[config.mk]
export PLATFORM = sky130hd
export DESIGN_NAME = cpu_controller
export DESIGN_NICKNAME = d
export VERILOG_FILES = /design/src/rtl/cpu_controller.sv
export SDC_FILE = /design/constraint.sdc
export NUM_CORES = 1
export LEC_CHECK = 0
export CAP_MARGIN = 15
export CORE_MARGIN = 2
export CORE_UTILIZATION = 40
export CTS_CLUSTER_SIZE = 20
export DETAILED_ROUTE_END_ITERATION = 6
export DONT_BUFFER_PORTS = 1
export SETUP_SLACK_MARGIN = 0.4
export SYNTH_ARGS = -nofsm -noshare
export SYNTH_HDL_FRONTEND = slang
export SYNTH_SLANG_ARGS = --single-unit
[constraint.sdc]
create_clock -name clk -period 4.4 [get_ports clk]
set_input_delay 1.32 -clock clk [delete_from_list [all_inputs] [get_ports clk]]
set_output_delay 1.32 -clock clk [all_outputs]
set_load 0.01 [all_outputs]
[src/rtl/cpu_controller.sv]
// Multi-cycle CPU control FSM: fetch/decode/execute/mem/writeback with a bounded
// memDone wait that parks the machine in a sticky FAULT state on timeout.
module cpu_controller #(
    parameter int unsigned TIMEOUT = 15
) (
    input  logic        clk,
    input  logic        reset,
    input  logic [2:0]  opcode,
    input  logic [3:0]  immediate,
    input  logic        memDone,
    input  logic        BEQ,
    output logic        read,
    output logic        write,
    output logic        instruction,
    output logic        instructionType,
    output logic [2:0]  ALU_Op,
    output logic        writeFlag,
    output logic [12:0] PC,
    output logic        fault,
    output logic [2:0]  state
);

    typedef enum logic [2:0] {
        S_FETCH     = 3'b000,
        S_DECODE    = 3'b001,
        S_EXECUTE   = 3'b010,
        S_MEM       = 3'b011,
        S_WRITEBACK = 3'b100,
        S_FAULT     = 3'b101
    } state_t;

    localparam logic [2:0] OP_SUB  = 3'b001;
    localparam logic [2:0] OP_AND  = 3'b010;
    localparam logic [2:0] OP_OR   = 3'b011;
    localparam logic [2:0] OP_ADDI = 3'b100;
    localparam logic [2:0] OP_LD   = 3'b101;
    localparam logic [2:0] OP_ST   = 3'b110;
    localparam logic [2:0] OP_BEQ  = 3'b111;
    localparam logic [3:0] TMO     = 4'(TIMEOUT);

    state_t      r_state;
    logic        r_run;
    logic [2:0]  r_op;
    logic [3:0]  r_imm;
    logic [12:0] r_pc;
    logic [2:0]  r_alu;
    logic [3:0]  r_wait;

    state_t      w_next_state;
    logic [12:0] w_next_pc;
    logic [3:0]  w_next_wait;
    logic [3:0]  w_wait_inc;
    logic [12:0] w_offset;

    function automatic logic [2:0] alu_map(input logic [2:0] op);
        case (op)
            OP_SUB, OP_BEQ: alu_map = 3'b001;
            OP_AND:         alu_map = 3'b010;
            OP_OR:          alu_map = 3'b011;
            default:        alu_map = 3'b000;
        endcase
    endfunction

    function automatic logic is_imm_op(input logic [2:0] op);
        is_imm_op = (op == OP_ADDI) || (op == OP_LD) || (op == OP_ST);
    endfunction

    // Memory handshake: read/write is held until memDone is sampled high at a
    // rising edge in FETCH or MEM; that edge completes the access.
    // r_run is low for the first edge after reset so strobes rise on that edge
    // and memDone is only counted once a strobe is actually visible.
    always_comb begin
        w_next_state = r_state;
        w_next_pc    = r_pc;
        w_next_wait  = r_wait;
        w_wait_inc   = r_wait + 4'd1;
        w_offset     = {{9{r_imm[3]}}, r_imm};
        if (r_run) begin
            case (r_state)
                S_FETCH: begin
                    if (memDone)                w_next_state = S_DECODE;
                    else if (w_wait_inc == TMO) w_next_state = S_FAULT;
                    else                        w_next_wait  = w_wait_inc;
                end
                S_DECODE: w_next_state = S_EXECUTE;
                S_EXECUTE: begin
                    if (r_op == OP_LD || r_op == OP_ST) begin
                        w_next_state = S_MEM;
                    end else if (r_op == OP_BEQ) begin
                        w_next_state = S_FETCH;
                        w_next_pc    = r_pc + 13'd1 + (BEQ ? w_offset : 13'd0);
                    end else begin
                        w_next_state = S_WRITEBACK;
                    end
                end
                S_MEM: begin
                    if (memDone) begin
                        if (r_op == OP_LD) begin
                            w_next_state = S_WRITEBACK;
                        end else begin
                            w_next_state = S_FETCH;
                            w_next_pc    = r_pc + 13'd1;
                        end
                    end else if (w_wait_inc == TMO) begin
                        w_next_state = S_FAULT;
                    end else begin
                        w_next_wait = w_wait_inc;
                    end
                end
                S_WRITEBACK: begin
                    w_next_state = S_FETCH;
                    w_next_pc    = r_pc + 13'd1;
                end
                S_FAULT: w_next_state = S_FAULT;
                default: w_next_state = S_FETCH;
            endcase
            if (w_next_state != r_state &&
                (w_next_state == S_FETCH || w_next_state == S_MEM)) begin
                w_next_wait = 4'd0;
            end
        end
    end

    always_ff @(posedge clk) begin
        if (!reset) begin
            r_state <= S_FETCH;
            r_run   <= 1'b0;
            r_op    <= 3'd0;
            r_imm   <= 4'd0;
            r_pc    <= 13'd0;
            r_alu   <= 3'd0;
            r_wait  <= 4'd0;
        end else begin
            r_state <= w_next_state;
            r_run   <= 1'b1;
            r_pc    <= w_next_pc;
            r_wait  <= w_next_wait;
            if (r_run && r_state == S_DECODE) begin
                r_op  <= opcode;
                r_imm <= immediate;
                r_alu <= alu_map(opcode);
            end
        end
    end

    always_comb begin
        read            = 1'b0;
        write           = 1'b0;
        instruction     = 1'b0;
        instructionType = 1'b0;
        writeFlag       = 1'b0;
        fault           = 1'b0;
        if (r_run) begin
            case (r_state)
                S_FETCH: begin
                    read        = 1'b1;
                    instruction = 1'b1;
                end
                S_EXECUTE: instructionType = is_imm_op(r_op);
                S_MEM: begin
                    instructionType = 1'b1;
                    read            = (r_op == OP_LD);
                    write           = (r_op == OP_ST);
                end
                S_WRITEBACK: writeFlag = 1'b1;
                S_FAULT:     fault     = 1'b1;
                default: ;
            endcase
        end
    end

    assign ALU_Op = r_alu;
    assign PC     = r_pc;
    assign state  = r_state;

endmodule

Word level (Yosys, flattened, before mapping)
Cells that the tools add are included.
{"block": "word_totals", "register_bits": 31, "input_bits": 11, "out_inout_bits": 25, "wordCells": 78}
{"block": "classes", "n_addsub": 3, "eq_ne": 22, "mux": 32, "n_reduce_logical": 14}
{"op": "13-bit two-way mux", "count": 5}
{"op": "13-bit one-hot mux with 3 select lines", "count": 1}
{"op": "3-bit == test, second input constant", "count": 7}
{"op": "3-bit two-way mux", "count": 7}
{"op": "4-bit two-way mux", "count": 4}
{"op": "3-bit by 2-bit == test with 1-bit output, second input constant", "count": 5}
{"op": "3-bit one-hot mux with 5 select lines", "count": 1}
{"op": "13-bit by 1-bit adder with 13-bit output, second input constant", "count": 1}
{"op": "13-bit adder", "count": 1}
{"op": "1-bit two-way mux", "count": 11}
{"op": "2-bit != test, second input constant", "count": 4}
{"op": "3-bit by 1-bit == test with 1-bit output, second input constant", "count": 2}
{"op": "3-bit zero test", "count": 2}
{"op": "2-bit one-hot mux with 3 select lines", "count": 1}
{"op": "6-bit AND reduction", "count": 1}
{"op": "4-bit by 1-bit adder with 4-bit output, second input constant", "count": 1}
{"op": "4-bit == test, second input constant", "count": 1}
{"op": "1-bit logical OR", "count": 4}
{"op": "2-bit by 1-bit != test with 1-bit output, second input constant", "count": 2}
{"op": "1-bit one-hot mux with 2 select lines", "count": 2}
{"op": "4-bit AND reduction", "count": 1}
{"op": "2-bit OR reduction", "count": 2}
{"op": "3-bit != test", "count": 1}
{"op": "3-bit nonzero test", "count": 1}
{"op": "other kinds (2)", "count": 3}

Longest topological paths before layout
Gate-level depths: netlist of the first run.
{"block": "depth", "depth_word": 11, "mapped_depth": 14, "depth_no_buf": 13}

Worst setup path after synthesis of the first run
Ideal clock, no wire load.
{"block": "synth_path", "path_kind": "input port to flip-flop", "from": "input BEQ", "to": "register r_pc[12] (netlist: PC[12])", "setup_time_ps": 67, "arrival_ps": 3519, "required_ps": 4333, "slack_ps": 814, "stages": 9, "path_buffers": 0, "cell_sequence": "and2_1 ha_1 a21o_1 a221oi_2 a21oi_1 o21a_1 or4_4 a21o_1 a21oi_2"}
{"block": "synth_between", "elab_chain_len": 5}
{"element": "start: declaration", "line": "11", "text": "input logic BEQ,"}
{"element": "13-bit two-way mux", "line": "91", "text": "w_next_pc = r_pc + 13'd1 + (BEQ ? w_offset : 13'd0);"}
{"element": "13-bit adder", "line": "91"}
{"element": "13-bit two-way mux", "line": "89", "text": "end else if (r_op == OP_BEQ) begin"}
{"element": "13-bit two-way mux", "line": "87", "text": "if (r_op == OP_LD || r_op == OP_ST) begin"}
{"element": "13-bit one-hot mux with 3 select lines", "line": "79", "text": "case (r_state)"}
{"element": "end signal: assignment", "line": "136", "text": "r_pc <= w_next_pc;"}
{"element": "end: declaration", "line": "45", "text": "logic [12:0] r_pc;"}
No other way between the ends. The select of a mux whose other input is x is not followed.
A chain may end at the register's enable or synchronous reset.

Worst setup path after layout of the first run
{"block": "layout_path", "from": "register r_pc[1] (netlist: PC[1])", "to": "register r_pc[12] (netlist: PC[12])"}
{"block": "layout_between", "elab_chain_len": 5, "word_cells_on_any_way": 7, "classes_between": "add/sub: 2; mux: 5"}
{"element": "13-bit by 1-bit adder with 13-bit output (*)", "line": "91, 102, 112"}
{"element": "13-bit adder", "line": "91"}
{"element": "13-bit two-way mux", "line": "89"}
{"element": "13-bit two-way mux", "line": "87"}
{"element": "13-bit one-hot mux with 3 select lines (*)", "line": "79"}
Mark *: on every way between the ends. The rest lies on a longest branch, timed or not. The select of a mux whose other input is x is not followed.

==> results by group, run 1 <==
Cells and area
  • Area grow syn2layout: 4.93%
  • Antenna diodes: 0
  • Nets@finish: 350
  • Share of cells above drive strength 1: 0.0617
  • Final std cells w/o fill: approximately 400

Synthesis
  • Ys async rst share: 0
  • Yosys reg bits: 30
  • Post-synthesis sequential area ratio: 0.244
  • Cell variety after synth: between 60 and 70
  • Library cell with the highest instance count after synthesis: nand2_1
  • Yosys synthesis warning count: 0
  • Top-area cell type share of the netlist area: 0.244
  • Most used flip-flop cell after synthesis: dfxtp_1
  • Syn_nets: 359
  • Syn_area_per_cell: 7.41 sq um
  • Post-synth top cells: nand2_1, a21oi_1, dfxtp_1, nor2_1, o21ai_0
  • Synth top area cells: dfxtp_1, ha_1, nand2_1
  • Cell Area, Synth: 2460 sq um
  • Gate Count Post-Synth: 332
  • Post-synth EDFFs: 0
  • Cell taking the most area after synthesis: dfxtp_1

Critical path
  • Required time of the critical path: 4.61 ns
  • CP Class: flop to flop
  • CP Max Fanout: 6
  • Startpoint Class: flop
  • Element type at the critical path end: flop
  • Worst path arrival time: 3.77 ns

Run status
  • Outcome: complete, no violations

STA
  • Final setup vio count: 0
  • Hold slack: 0.458 ns
  • Worst Tran Pin Value: 0.901 ns
  • Final Hold Viols: 0
  • Crit path time final: 3.56 ns
  • Final TNS setup: 0 ns
  • RSZ-0062 raised after global routing: false
  • Final worst-path cycle share: 0.809
  • Rel. slew slack: 0.395
  • Slew Limit Fails: 0
  • Clock Skews: 0.00612 ns
  • Max frequency: 281 MHz

Pwr
  • VDD IR-drop max: around 0.16 mV
  • Tot Pwr: 0.577 mW
  • Pwr Density: roughly 220 nW/um^2
  • Static leakage: 0.986 nW

Routing
  • Drt via density: 5.73
  • Wirelength per Cell: 15.2 microns
  • Via count: 2,287
  • First-pass DRT Iterations: 4
  • DRC viols: 0
  • DR iter-0 viols: 90
  • ANT nets after route: 0
  • Total Wirelength: 6070 microns

Floorplanning
  • DIE WIDTH: around 80 microns
  • Die H: roughly 82 microns
  • Number of rows in the core area: 28
  • Initial Util: 0.415
  • Core ar.: 5920 sq um
  • IO Count: 36
  • Die ar.: 6790 sq um

Clock network
  • Post-cts sizing count: 0
  • # clock sinks: 30
  • Clock Path Buffers: 2
  • Clk Latency, worst-skew pair: approximately 0.29 ns
  • TritonCTS clock tree: done
  • TritonCTS Buffers: 5
  • Clock slew at reported path FFs: ~0.07 ns
  • Clock root cell: clkbuf_8
  • Hold_buf cts: 0
  • H-Tree Depth: 2
  • Post-CTS Setup Inserts: 0

Hold path
  • Hold Crit Class: flop to flop

GRT
  • GRT Overall Usage: 0.190
  • Largest net degree at the start of global routing: 24
  • Gr ovfl total: 0
  • Initial antenna violation count: 0
  • First-pass GRT wire length: 9970 microns
  • Number of global-route vias before repair: a little over 2,000

Placed design
  • Port Buffers: 0
  • Placed insts: 391
  • Gpl congestion: between 0.8 and 0.9
  • DP Wirelength: 4330 microns

Run
  • # Max-Cap Violations: 0
## cells in the final DEF, fill, tap and decap left out, types with 7 or more instances in the layout
master    count
a21o_1        7
a21oi_1      30
and2_1        7
dfxtp_1      30
ha_1         15
inv_1         9
nand2_1      48
nand2b_1      8
nand3_1      13
nor2_1       22
o21a_1        9
o21ai_0      22
xnor2_1      10
## state kept, by name, summed over array words and instances, names as in the netlist
name / count
PC: 13
r_imm: 4
r_wait: 4
r_op: 3
state: 3
ALU_Op: 2
r_run: 1
## layout make-up
type,count,area (sq um)
Clock buffer,7,86.3
Clock inverter,1,5.00
Fill cell,630,3340
Inverter,10,37.5
Multi-Input combinational cell,275,1750
Sequential cell,30,601
Tap cell,75,93.8
Timing Repair Buffer,1,7.51
## where the power goes
| group | switching, mW | internal (mW) | leakage (nW) | total [mW] |
|---|---|---|---|---|
| logic | 0.0303 | 0.0186 | 0.695 | 0.0490 |
| clock network | 0.112 | 0.126 | 0.0482 | 0.238 |
| registers | 0.0127 | 0.277 | 0.243 | 0.290 |
| total | 0.155 | 0.422 | 0.986 | 0.577 |
## logic make-up (layout without fill, tap and decap cells)
kind of cell,count (synthesis),after routing,share of synthesized area
AND/OR/NAND/NOR,130,130,0.260
AO/OA/AOI/OAI,106,106,0.283
flip-flops,30,30,0.244
buffers and inverters,27,19,0.0443
adder cells (fa/ha/maj),16,16,0.0844
XOR/XNOR,16,16,0.0570
multiplexers,6,6,0.0254
other,1,1,0.00152
## worst max-delay path: stages, from the launching register on
cell	delay, ns
dfxtp_1	0.46
ha_1	0.22
and3_1	0.20
and3_1	0.30
nor3b_1	0.40
xor2_1	0.21
ha_1	0.31
a21o_1	0.19
a21o_4	0.21
o21a_1	0.17
or4_4	0.48
a21o_1	0.20
a21oi_2	0.13
## per-stage QoR
stage          area [sq um]  utilization  setup slack [ns]
2_1_floorplan          2460            -             0.814
3_3_place_gp           2490        0.421             0.625
3_5_place_dp           2490        0.421             0.556
4_1_cts                2580        0.436             0.827
5_1_grt                2580        0.436             0.607
6_report               2580        0.436             0.841
## layer usage
metal | wire, microns | share of wire | vias up | track usage
li1 | - | - | 1179 | -
met1 | 2980 | 0.49 | 1067 | 0.255
met2 | 2690 | 0.44 | 34 | 0.293
met3 | 312 | 0.051 | 7 | 0.0576
met4 | 88 | 0.015 | 0 | 0.0583
met5 | 0 | 0 | - | 0
## path summary, 6_finish.rpt
check             cells after the start                     to                  start  slack (ns)
setup / recovery                     12    PC[12]$_SDFFE_PN0P_     PC[1]$_SDFFE_PN0P_        0.84
hold / removal                        2  r_imm[2]$_SDFFE_PN0P_  r_imm[2]$_SDFFE_PN0P_        0.46
setup reg to reg                     12    PC[12]$_SDFFE_PN0P_     PC[1]$_SDFFE_PN0P_        0.84
hold reg to reg                       2  r_imm[2]$_SDFFE_PN0P_  r_imm[2]$_SDFFE_PN0P_        0.46
No activity file was read; power rests on OpenSTA's default activity.
==> run 2: changes to the inputs <==
==> constraint.sdc (replaced) <==
create_clock -name clk -period 3.5 [get_ports clk]
set_input_delay 1.05 -clock clk [delete_from_list [all_inputs] [get_ports clk]]
set_output_delay 1.05 -clock clk [all_outputs]
set_load 0.01 [all_outputs]
==> run 2 against run 1 <==
Sequential power rose by 23%. Worst setup slack got worse by 0.31 ns. Global-route usage rose by 0.32 points. Utilization rose by 4.6 points. Cell area rose by 11%. Non-clock buffer count rose by 17. Sequential share of layout area fell by 2.0 points. Clock power rose by 30%. Critical path depth fell by 3. Critical path type is now primary input to flop. Highest routed layer unchanged.
==> results by group, run 2 (synthesized netlist as in run 1, its figures left out) <==
Run status
  • Outcome: complete, no violations

Routing
  • Met3 wire length: 237 microns (-24%)
  • Top Layer Used: met4
  • First-pass DRT Iterations: 4 (unchanged)
  • Via count: 2,342 (+2.4%)
  • Total Wirelength: 6240 microns (+2.9%)
  • Routed wl met2: 2830 microns (+5.4%)
  • ANT nets after route: 0 (unchanged)
  • DR iter-0 viols: 89 (-1.1%)
  • Wirelength per Cell: 15.0 microns (-1.4%)
  • Drt via density: 5.63 (-1.8%)
  • DRC viols: 0 (unchanged)
  • DRT met1 WL: 3090 microns (+4.0%)

Floorplanning
  • Initial Util: 0.415 (unchanged)
  • Core ar.: 5920 sq um (unchanged)
  • DIE WIDTH: 82.4 microns (unchanged)
  • Die ar.: 6790 sq um (unchanged)
  • IO Count: 36 (unchanged)
  • Die H: 82.4 microns (unchanged)
  • Number of rows in the core area: 28 (unchanged)

Cells and area
  • Area grow syn2layout: 16.1%
  • Most common cell after layout, fill and taps aside: nand2_1
  • Commonest cells after routing, fill and taps aside: nand2_1, a21oi_1, dfxtp_1
  • Share of cells above drive strength 1: 0.167 (+0.105)
  • Nets@finish: 367 (+4.9%)
  • Antenna diodes: 0 (unchanged)
  • Max reg flops: 13 (unchanged)

STA
  • Slew Limit Fails: 0 (unchanged)
  • Crit path time final: 2.97 ns
  • RSZ-0062 raised after global routing: false
  • Worst Tran Pin Value: 0.916 ns (+0.0154 ns)
  • Max frequency: 337 MHz
  • Clock Skews: 0.00669 ns (+0.000563 ns)
  • Final setup vio count: 0 (unchanged)
  • Final Hold Viols: 0 (unchanged)
  • Final worst-path cycle share: 0.848
  • Rel. slew slack: 0.384 (-0.0104)
  • Final TNS setup: 0 ns (unchanged)

Critical path
  • Required time of the critical path: 3.71 ns (-0.90 ns)
  • Startpoint Class: primary input
  • CP Class: primary input to flop
  • CP Max Fanout: 4 (-2)
  • Worst path arrival time: 3.18 ns (-0.59 ns)
  • Element type at the critical path end: flop

Clock network
  • Clock slew at reported path FFs: 0.07 ns (about the same)
  • Clock Path Buffers: 2 (unchanged)
  • Hold_buf cts: 0 (unchanged)
  • H-Tree Depth: 2 (unchanged)
  • # clock sinks: 30 (unchanged)
  • TritonCTS Buffers: 5 (unchanged)
  • Clk Latency, worst-skew pair: 0.29 ns (about the same)
  • Clock root cell: clkbuf_8
  • TritonCTS clock tree: done

GRT
  • Number of global-route vias before repair: 2,067 (+0.68%)
  • GRT Overall Usage: 0.194 (+0.00319)
  • Largest net degree at the start of global routing: 20 (-17%)
  • Gr ovfl total: 0 (unchanged)
  • First-pass GRT wire length: 10,100 microns (+1.7%)
  • Initial antenna violation count: 0 (unchanged)

Run
  • # Max-Cap Violations: 0 (unchanged)

Pwr
  • Static leakage: 1.09 nW (+10%)
  • Tot Pwr: 0.740 mW (+28%)
  • Pwr Density: 259 nW/um^2 (+16%)
  • VDD IR-drop max: 0.151 mV (-8.1%)

Placed design
  • DP Wirelength: 4560 microns (+5.2%)
  • Port Buffers: 0 (unchanged)
  • Gpl congestion: 0.827 (+2.2%)

Hold path
  • Hold Crit Class: flop to flop
## run 2: area by class of cell
class	instances	area, sq um
fill	596	3070
inverter	10	37.5
tap	75	93.8
clock buffer	6	82.6
sequential	30	608
timing repair buffer	18	139
clock inverter	2	12.5
multi-input combinational	275	1880
## run 2: worst paths after layout
| path | from | slack (ns) | depth (start not counted) | endpoint |
|---|---|---|---|---|
| setup / recovery | BEQ | 0.53 | 9 | PC[11]$_SDFFE_PN0P_ |
| hold / removal | r_imm[3]$_SDFFE_PN0P_ | 0.46 | 2 | r_imm[3]$_SDFFE_PN0P_ |
| setup reg to reg | PC[1]$_SDFFE_PN0P_ | 0.53 | 12 | PC[12]$_SDFFE_PN0P_ |
| hold reg to reg | r_imm[3]$_SDFFE_PN0P_ | 0.46 | 2 | r_imm[3]$_SDFFE_PN0P_ |
## run 2: power breakdown
group | internal, mW | leakage [nW] | switching [mW] | total (mW)
clock network | 0.158 | 0.0472 | 0.151 | 0.309
logic | 0.0285 | 0.796 | 0.0460 | 0.0745
registers | 0.347 | 0.244 | 0.00931 | 0.356
## run 2: through the flow
step,instances,hold slack [ns],setup WS (ns),utilization,area (sq um)
after floorplan,332,0.432,0.411,-,2530
after global placement,399,0.447,0.213,0.442,2620
after detailed placement,399,0.451,0.195,0.442,2620
after CTS,413,0.460,0.404,0.475,2810
after global routing,416,0.484,0.405,0.482,2860
final,416,0.456,0.530,0.482,2860
## run 2: timing repair
item / CTS / global route
pin swaps: 5 / 8
setup endpoints to repair: 1 / 1
resized for setup: 13 / 4
setup buffers: 6 / 3
## run 2: worst max-delay path: stages
cell	delay, ns
and2_1	0.18
ha_1	0.29
a21o_1	0.18
a21oi_1	0.25
o21ai_0	0.15
a221o_2	0.40
a21oi_1	0.16
mux2_2	0.34
o221ai_1	0.17
## run 2: per-layer routing
metal  GRT usage  vias up
met2       0.307       42
met1       0.266     1077
met4      0.0550        0
li1            -     1218
met5           0        -
met3      0.0370        5
